## src/rtl/tick_mon_pkg.sv

```systemverilog
// Shared types and default parameters for the tick period monitor.
package tick_mon_pkg;

  typedef enum logic [1:0] {
    IDLE    = 2'd0,
    ACQUIRE = 2'd1,
    LOCKED  = 2'd2,
    LOST    = 2'd3
  } state_e;

  localparam int DEF_WIDTH      = 17;
  localparam int DEF_PERIOD     = 65536;
  localparam int DEF_TOL        = 2;
  localparam int DEF_LOCK_COUNT = 4;

endpackage

```

## src/rtl/tick_period_monitor_interval_counter.sv

```systemverilog
// Cycles-since-last-tick counter with window and timeout classification.
module tick_interval_counter #(
  parameter int WIDTH  = tick_mon_pkg::DEF_WIDTH,
  parameter int PERIOD = tick_mon_pkg::DEF_PERIOD,
  parameter int TOL    = tick_mon_pkg::DEF_TOL
) (
  input  logic             clk,
  input  logic             rst,
  input  logic             tick_i,
  output logic [WIDTH-1:0] cnt_o,
  output logic             in_window_o,
  output logic             timeout_o
);

  localparam logic [WIDTH-1:0] WIN_LO  = WIDTH'(PERIOD - TOL);
  localparam logic [WIDTH-1:0] WIN_HI  = WIDTH'(PERIOD + TOL);
  localparam logic [WIDTH-1:0] TO_VAL  = WIDTH'(PERIOD + TOL + 1);
  localparam logic [WIDTH-1:0] CNT_MAX = '1;

  logic [WIDTH-1:0] cnt_q, cnt_d;

  // A tick restarts at 1 so the value sampled on the next tick is the distance.
  always_comb begin
    cnt_d = cnt_q;
    if (tick_i)                cnt_d = WIDTH'(1);
    else if (cnt_q != CNT_MAX) cnt_d = cnt_q + WIDTH'(1);
  end

  always_ff @(posedge clk or posedge rst) begin
    if (rst) cnt_q <= '0;
    else     cnt_q <= cnt_d;
  end

  assign cnt_o       = cnt_q;
  assign in_window_o = (cnt_q >= WIN_LO) && (cnt_q <= WIN_HI);
  // Equality (not >=) makes the strobe fire once per missing tick.
  assign timeout_o   = !tick_i && (cnt_q == TO_VAL);

endmodule

```

## src/rtl/tick_period_monitor.sv

```systemverilog
// Tick period monitor: measures tick spacing, tracks lock, flags bad periods.
// Optional TICK_MON_STATS_EN adds err_count and max_period outputs.
module tick_period_monitor
  import tick_mon_pkg::*;
#(
  parameter int WIDTH      = DEF_WIDTH,
  parameter int PERIOD     = DEF_PERIOD,
  parameter int TOL        = DEF_TOL,
  parameter int LOCK_COUNT = DEF_LOCK_COUNT
) (
  input  logic             clk,
  input  logic             reset,
  input  logic             tick,
  output logic             locked,
  output logic             err,
  output logic [WIDTH-1:0] period,
  output logic [1:0]       state
`ifdef TICK_MON_STATS_EN
  ,
  output logic [7:0]       err_count,
  output logic [WIDTH-1:0] max_period
`endif
);

  localparam int GW = (LOCK_COUNT < 2) ? 1 : $clog2(LOCK_COUNT + 1);

  logic [WIDTH-1:0] cnt;
  logic             in_window, timeout;

  state_e           state_q, state_d;
  logic [GW-1:0]    good_q, good_d;
  logic             err_q, err_d;
  logic             locked_q;
  logic [WIDTH-1:0] period_q, period_d;
  logic             capture;

  tick_interval_counter #(
    .WIDTH  (WIDTH),
    .PERIOD (PERIOD),
    .TOL    (TOL)
  ) u_cnt (
    .clk         (clk),
    .rst         (reset),
    .tick_i      (tick),
    .cnt_o       (cnt),
    .in_window_o (in_window),
    .timeout_o   (timeout)
  );

  assign capture = tick && (state_q != IDLE);

  always_comb begin
    state_d  = state_q;
    good_d   = good_q;
    err_d    = 1'b0;
    period_d = capture ? cnt : period_q;
    unique case (state_q)
      IDLE: begin
        if (tick) begin
          state_d = ACQUIRE;
          good_d  = '0;
        end
      end
      ACQUIRE: begin
        if (tick) begin
          if (in_window) begin
            good_d = good_q + GW'(1);
            if (int'(good_q) + 1 >= LOCK_COUNT - 1) state_d = LOCKED;
          end else begin
            err_d  = 1'b1;
            good_d = '0;
          end
        end else if (timeout) begin
          err_d   = 1'b1;
          state_d = LOST;
        end
      end
      LOCKED: begin
        if (tick) begin
          if (!in_window) begin
            err_d   = 1'b1;
            good_d  = '0;
            state_d = ACQUIRE;
          end
        end else if (timeout) begin
          err_d   = 1'b1;
          state_d = LOST;
        end
      end
      LOST: begin
        if (tick) begin
          state_d = ACQUIRE;
          good_d  = '0;
        end
      end
      default: state_d = IDLE;
    endcase
  end

  always_ff @(posedge clk or posedge reset) begin
    if (reset) begin
      state_q  <= IDLE;
      good_q   <= '0;
      err_q    <= 1'b0;
      locked_q <= 1'b0;
      period_q <= '0;
    end else begin
      state_q  <= state_d;
      good_q   <= good_d;
      err_q    <= err_d;
      locked_q <= (state_d == LOCKED);
      period_q <= period_d;
    end
  end

  assign locked = locked_q;
  assign err    = err_q;
  assign period = period_q;
  assign state  = state_q;

`ifdef TICK_MON_STATS_EN
  logic [7:0]       err_count_q;
  logic [WIDTH-1:0] max_period_q;

  always_ff @(posedge clk or posedge reset) begin
    if (reset) begin
      err_count_q  <= '0;
      max_period_q <= '0;
    end else begin
      if (err_d && err_count_q != 8'hff) err_count_q <= err_count_q + 8'd1;
      if (capture && cnt > max_period_q) max_period_q <= cnt;
    end
  end

  assign err_count  = err_count_q;
  assign max_period = max_period_q;
`endif

endmodule

```

## config.mk

```make
export PLATFORM = sky130hd
export DESIGN_NAME = tick_period_monitor
export DESIGN_NICKNAME = d
export VERILOG_FILES = /design/src/rtl/tick_mon_pkg.sv /design/src/rtl/tick_period_monitor_interval_counter.sv /design/src/rtl/tick_period_monitor.sv
export SDC_FILE = /design/constraint.sdc
export NUM_CORES = 1
export LEC_CHECK = 0
export CORE_MARGIN = 2
export CORE_UTILIZATION = 55
export DETAILED_ROUTE_END_ITERATION = 6
export GPL_ROUTABILITY_DRIVEN = 0
export PLACE_DENSITY = 0.75
export SYNTH_ARGS = -nofsm -noshare
export SYNTH_HDL_FRONTEND = slang
export SYNTH_HIERARCHICAL = 1
export SYNTH_SLANG_ARGS = --single-unit
```

## constraint.sdc

```tcl
create_clock -name clk -period 3.25 [get_ports clk]
set_input_delay 0.325 -clock clk [delete_from_list [all_inputs] [get_ports clk]]
set_output_delay 0.325 -clock clk [all_outputs]
set_load 0.02 [all_outputs]
```

---- Yosys cells after proc, flatten, opt, wreduce, memory -nomap -nowiden ----
Cells that the tools add are included.
cells by class
  $add $sub $neg .......................... 3
  eq/ne operators ......................... 10
  reduce and logical (&&, ||, !) cells .... 10
  mux-type cells .......................... 20
  $lt $le $gt $ge ......................... 3
operators with widths
  operator                 number
  $mux W17                 2
  $add A17 B1 Y17 const B  1
  $eq A17 B17 Y1 const B   1
  $ge A17 B16 Y1 const B   1
  $le A17 B17 Y1 const B   1
  $ne A17 B17 Y1 const B   1
  $mux W3                  5
  $mux W2                  7
  $pmux W3 S3              1
  $eq A2 B2 Y1 const B     3
  $ne A2 B2 Y1 const B     3
  $pmux W2 S3              1
  $add A3 B1 Y4 const B    1
  $ge A4 B2 Y1 const B     1
  $mux W1                  4
  $reduce_and A4 Y1        1
  $reduce_bool A2 Y1       2
  $reduce_or A2 Y1         2
  $add A3 B1 Y3 const B    1
  $logic_and A1 B1 Y1      3
  $eq A2 B1 Y1 const B     1
  $logic_not A2 Y1         1
  $ne A2 B1 Y1 const B     1
  $logic_not A1 Y1         1
storage, ports and cells
  bits in registers ....................... 41
  word-level logic and storage cells ...... 52
  input port bits ......................... 3
  output and inout bits ................... 21

---- Longest topological paths before layout ----
  depth in word-level cells ............... 7
  mapped depth ............................ 10
  mapped depth without buffers ............ 8

---- Cells and area by module ----
The synthesis kept the hierarchy.
by module, submodules not included
  module                 cells each  times used  area each (µm²)  seq. area each (µm²)
  tick_period_monitor    85          1           1,158.6          600.6
  tick_interval_counter  107         1           985.9            425.4

---- Worst setup path after synthesis ----
No wires, ideal clock.
  path kind ............................... register to register
  start ................................... register u_cnt.cnt_q[2] (netlist: u_cnt/cnt_o[2])
  end ..................................... register u_cnt.cnt_q[10] (netlist: u_cnt/cnt_o[10])
  arrival ................................. 1.989 ns
  cell stages (with the launch flop) ...... 11
  slack ................................... 1.183 ns
  buffers on the path ..................... 2
  cell sequence ........................... dfrtp_1 > and2_1 > buf_2 > nand3_1 > nor4_1 > ha_1 > clkbuf_1 > nand2b_2 > nand4_4 > or3_1 > a21oi_1
between the ends
  word-level cells in the longest chain between the ends .. 3
  elaborated cells between the ends (all ways) .. 5
ends and longest elaborated chain
  item                    RTL line                                    source
  from (decl)             tick_period_monitor_interval_counter.sv:20  logic [WIDTH-1:0] cnt_q, cnt_d;
  from (signal assigned)  tick_period_monitor_interval_counter.sv:31  else cnt_q <= cnt_d;
  $add A17 B1 Y17         tick_period_monitor_interval_counter.sv:26  else if (cnt_q != CNT_MAX) cnt_d = cnt_q + WIDTH'(1);
  $mux W17                tick_period_monitor_interval_counter.sv:26
  $mux W17                tick_period_monitor_interval_counter.sv:25  if (tick_i) cnt_d = WIDTH'(1);
Several ways; a longest one is shown, not always the timed one. The select of a mux whose other input is x is not followed.
A chain may end at the register's enable or synchronous reset.

---- Final worst setup path ----
  start ................................... register u_cnt.cnt_q[2] (netlist: u_cnt/cnt_o[2])
  end ..................................... register locked_q (netlist: locked)
between the ends
  word-level cells in the longest chain between the ends .. 6
  elaborated cells between the ends (all ways) .. 12
ends and longest elaborated chain
  item                                                     RTL line                                              source
  $ge A17 B16 Y1 / $le A17 B17 Y1 (equally long branches)  tick_period_monitor_interval_counter.sv:35            assign in_window_o = (cnt_q >= WIN_LO) && (cnt_q <= WIN_HI);
  $logic_and A1 B1 Y1 (*)                                  tick_period_monitor_interval_counter.sv:35
  named net in_window                                      tick_period_monitor.sv:28                             logic in_window, timeout;
  $mux W2 (on tied branches)                               tick_period_monitor.sv:80, tick_period_monitor.sv:66
  $mux W2 (on tied branches)                               tick_period_monitor.sv:79, tick_period_monitor.sv:65
  $pmux W2 S3 (*)                                          tick_period_monitor.sv:57                             unique case (state_q)
  named net state_d[1]                                     tick_period_monitor.sv:30                             state_e state_q, state_d;
  $eq A2 B2 Y1 (*)                                         tick_period_monitor.sv:111                            locked_q <= (state_d == LOCKED);
  to (signal assigned)                                     tick_period_monitor.sv:111
  to (decl)                                                tick_period_monitor.sv:33                             logic locked_q;
The timed path passes the listed nets; every way through them passes the cells marked *.

==> results.cfg <==
[status]
status = finished clean

[logic_synthesis]
syn_area_um2 = 2145
syn-instance-count = 192
yosys_warnings = 6
synth_edf_count = 0
ys_async_sr_fraction = 1.000
avgSynthCellArea_um2 = 11.17
ys_ff_latch = 41
seq_area_frac_synth = 0.4784
ys.flop_type = dfrtp_1
netlist-cell-type-count = 44
synthesis.nets = 204

[worst_setup_path]
start_kind = register
crit_required_ns = 3.48
cp.arrival_ns = 2.76
slowest_delay_ns = 0.42
slowest_stage = dfrtp_1
endpoint_kind = register
worst-path-max-fanout = 7
path_cells = and2_1 -> nand3_1 -> nor4_1 -> a2bb2oi_1 -> nand2_2 -> nor3b_1 -> a211o_2 -> nor2b_2
critical_path_class = reg -> reg

[pwr]
p_leak_nw = 1.078
switching_power_uw = 357.3
p_seq_frac = 0.468
ir_drop_uv = 355.4
swShare = 0.2937
combPwrFrac = 0.249
power_frac_clock = 0.283
p_per_area_nw_per_um2 = 488.0
p_int_uw = 859.1

[timing]
setup-violations-final = 0
finalClockSkew_ns = 0.003850
rsz0062_at_grt = false
whs_ns = 0.4715
worst_slack_ns = 0.7184
period_needed_ns = 2.532
timing.final.crit_share = 0.7790
fmax_mhz = 395.0
tns_ns = 0
worst_slew_pin_slew_ns = 0.9066
relSlewSlack = 0.3949
maxSlewViolCount = 0
hold_viol = 0

[cells_and_area]
diodes = 0
fin_nets = 229
stdcell_area_um2 = 2492
drive_gt1_frac = 0.1697
area_growth_pct = 16.22
num-fill-cells = 297
regArea_um2 = 1026
multi_input_comb_area_um2 = 1035

[clock_tree]
cts.clk_slew.worst_paths_ns = 0.08
cts_buffer_depth = 2
numCtsBuffers = 5
cts_tree = yes
post-cts-setup-buffer-count = 0
holdBufCountCts = 0
cts_resized = 0
cts_sinks = 41
insertion_delay_ns = 0.29
cts_max_level = 2
ctsRootBufferMaster = clkbuf_8

[min_path]
min_path_type = in -> async

[flow_run]
cap_violations = 0

[detailed_routing]
wire_per_inst_um = 16.57
antenna_left = 0
wl_um = 4408
vias = 1563
first_pass_iters = 4
detail_route.vias_per_cell = 5.876
route.detailed.drc = 0
drtIter0Drc = 132

[floorplan]
dieArea_um2 = 4415
core_um2 = 3716
die_w_um = 66.45
fp-row-count = 22
start_util = 0.5771
ios = 24
die_y_um = 66.45

[global_route]
grt_pass1_wl_um = 7596
grt-busiest-layer = met2
grt_max_degree = 25
use_met2 = 0.3688
grt_overflow = 0
antenna_found_initial = 0
grtUsageMet3 = 0.05281
gr-usage-met1 = 0.3009
grt_pass1_vias = 1637
grt_usage = 0.2276

[placement]
place_ws_ns = 0.8201
place_area_um2 = 2396
portBuffers = 23
place_hpwl_um = 3056
## sequential cells by signal, summed over array words and instances (netlist names)
register,flops
good_q,3
err,1
u_cnt/cnt_o,17
period,17
state,2
locked,1
## logic make-up (layout without fill, tap and decap cells)
family	Yosys count	in the layout	synth area share
AO/OA/AOI/OAI	32	32	0.08985
XOR/XNOR	6	6	0.02450
adder cells (fa/ha/maj)	9	9	0.05251
buffers and inverters	15	41	0.03908
flip-flops	41	41	0.4784
multiplexers	18	18	0.1114
AND/OR/NAND/NOR	71	71	0.2042
## layout by cell type (no fill, tap or decap), types with 2 or more instances in the layout
| master | n |
|---|---|
| mux2_2 | 7 |
| o31ai_1 | 2 |
| a21oi_1 | 12 |
| nand3_1 | 4 |
| nand4_1 | 5 |
| nor2_1 | 12 |
| xor2_1 | 5 |
| buf_4 | 2 |
| and2b_1 | 2 |
| nand2_1 | 10 |
| and2_1 | 3 |
| nor3_1 | 4 |
| dfrtp_1 | 41 |
| nor3b_1 | 3 |
| o21ai_0 | 12 |
| clkbuf_8 | 6 |
| ha_1 | 9 |
| nor4_1 | 4 |
| clkdlybuf4s50_1 | 23 |
| nand4_4 | 2 |
| mux2_4 | 10 |
| nand4b_1 | 2 |
| inv_1 | 8 |
| or3_1 | 10 |
## worst paths after layout
path                           startpoint             end  slack, ns  cells after the start
max reg2reg                u_cnt/cnt_o[2]          locked       0.72                      8
max                        u_cnt/cnt_o[2]          locked       0.72                      8
min                                 reset  u_cnt/cnt_o[7]       0.47                      2
min in group clk                period[1]       period[1]       0.51                      1
max in group asynchronous           reset       period[3]       2.13                      2
min reg2reg                     period[1]       period[1]       0.51                      1
## cell type report
| cell class | count | area share |
|---|---|---|
| Inverter | 8 | 0.01205 |
| Tap cell | 48 | 0.02410 |
| Clock buffer | 6 | 0.03313 |
| Timing Repair Buffer | 25 | 0.09839 |
| Sequential cell | 41 | 0.4116 |
| Clock inverter | 2 | 0.005522 |
| Multi-Input combinational cell | 136 | 0.4152 |
## Yosys cell counts, types with 2 or more instances
master	instances	area, um2
nand2_1	10	37.54
nor3_1	4	20.02
nand4b_1	2	17.52
o21ai_0	12	60.06
or3_1	10	62.56
inv_1	8	30.03
mux2_2	7	78.83
nor2_1	12	45.04
nand4_1	5	31.28
and2_1	3	18.77
ha_1	9	112.6
nor3b_1	3	22.52
mux2_4	10	150.1
a21oi_1	12	60.06
dfrtp_1	41	1026
nand4_4	2	42.54
nor4_1	4	25.02
and2b_1	2	15.01
buf_2	3	15.01
xor2_1	5	43.79
nand3_1	4	20.02
o31ai_1	2	15.01
## power by group through the flow
stage          logic [mW]  registers (mW)  clock network [mW]
2_1_floorplan       0.193           0.611                   0
3_3_place_gp        0.293           0.578                   0
3_5_place_dp        0.302           0.580                   0
4_1_cts             0.305           0.570               0.356
5_1_grt             0.329           0.574               0.379
6_report            0.303           0.570               0.344
## per-stage QoR
stage	utilization	total power [mW]	cells
after floorplan	-	0.8033	192
after global placement	0.6448	0.8705	258
after detailed placement	0.6448	0.8820	258
after CTS	0.6707	1.231	266
after global routing	0.6707	1.282	266
final	0.6707	1.216	266
## layer usage
layer,part of all wire,up-vias
met4,0.0039,0
met1,0.46,776
met2,0.48,52
met5,0,-
met3,0.054,2
li1,-,733
## worst max-delay path, delay by kind of cell, from the launching register on
family           cells  cell delay [ns]
AND/OR/NAND/NOR      6             1.41
AO/OA/AOI/OAI        2             0.62
flip-flops           1             0.42
Power figures use the tool's default switching activity.
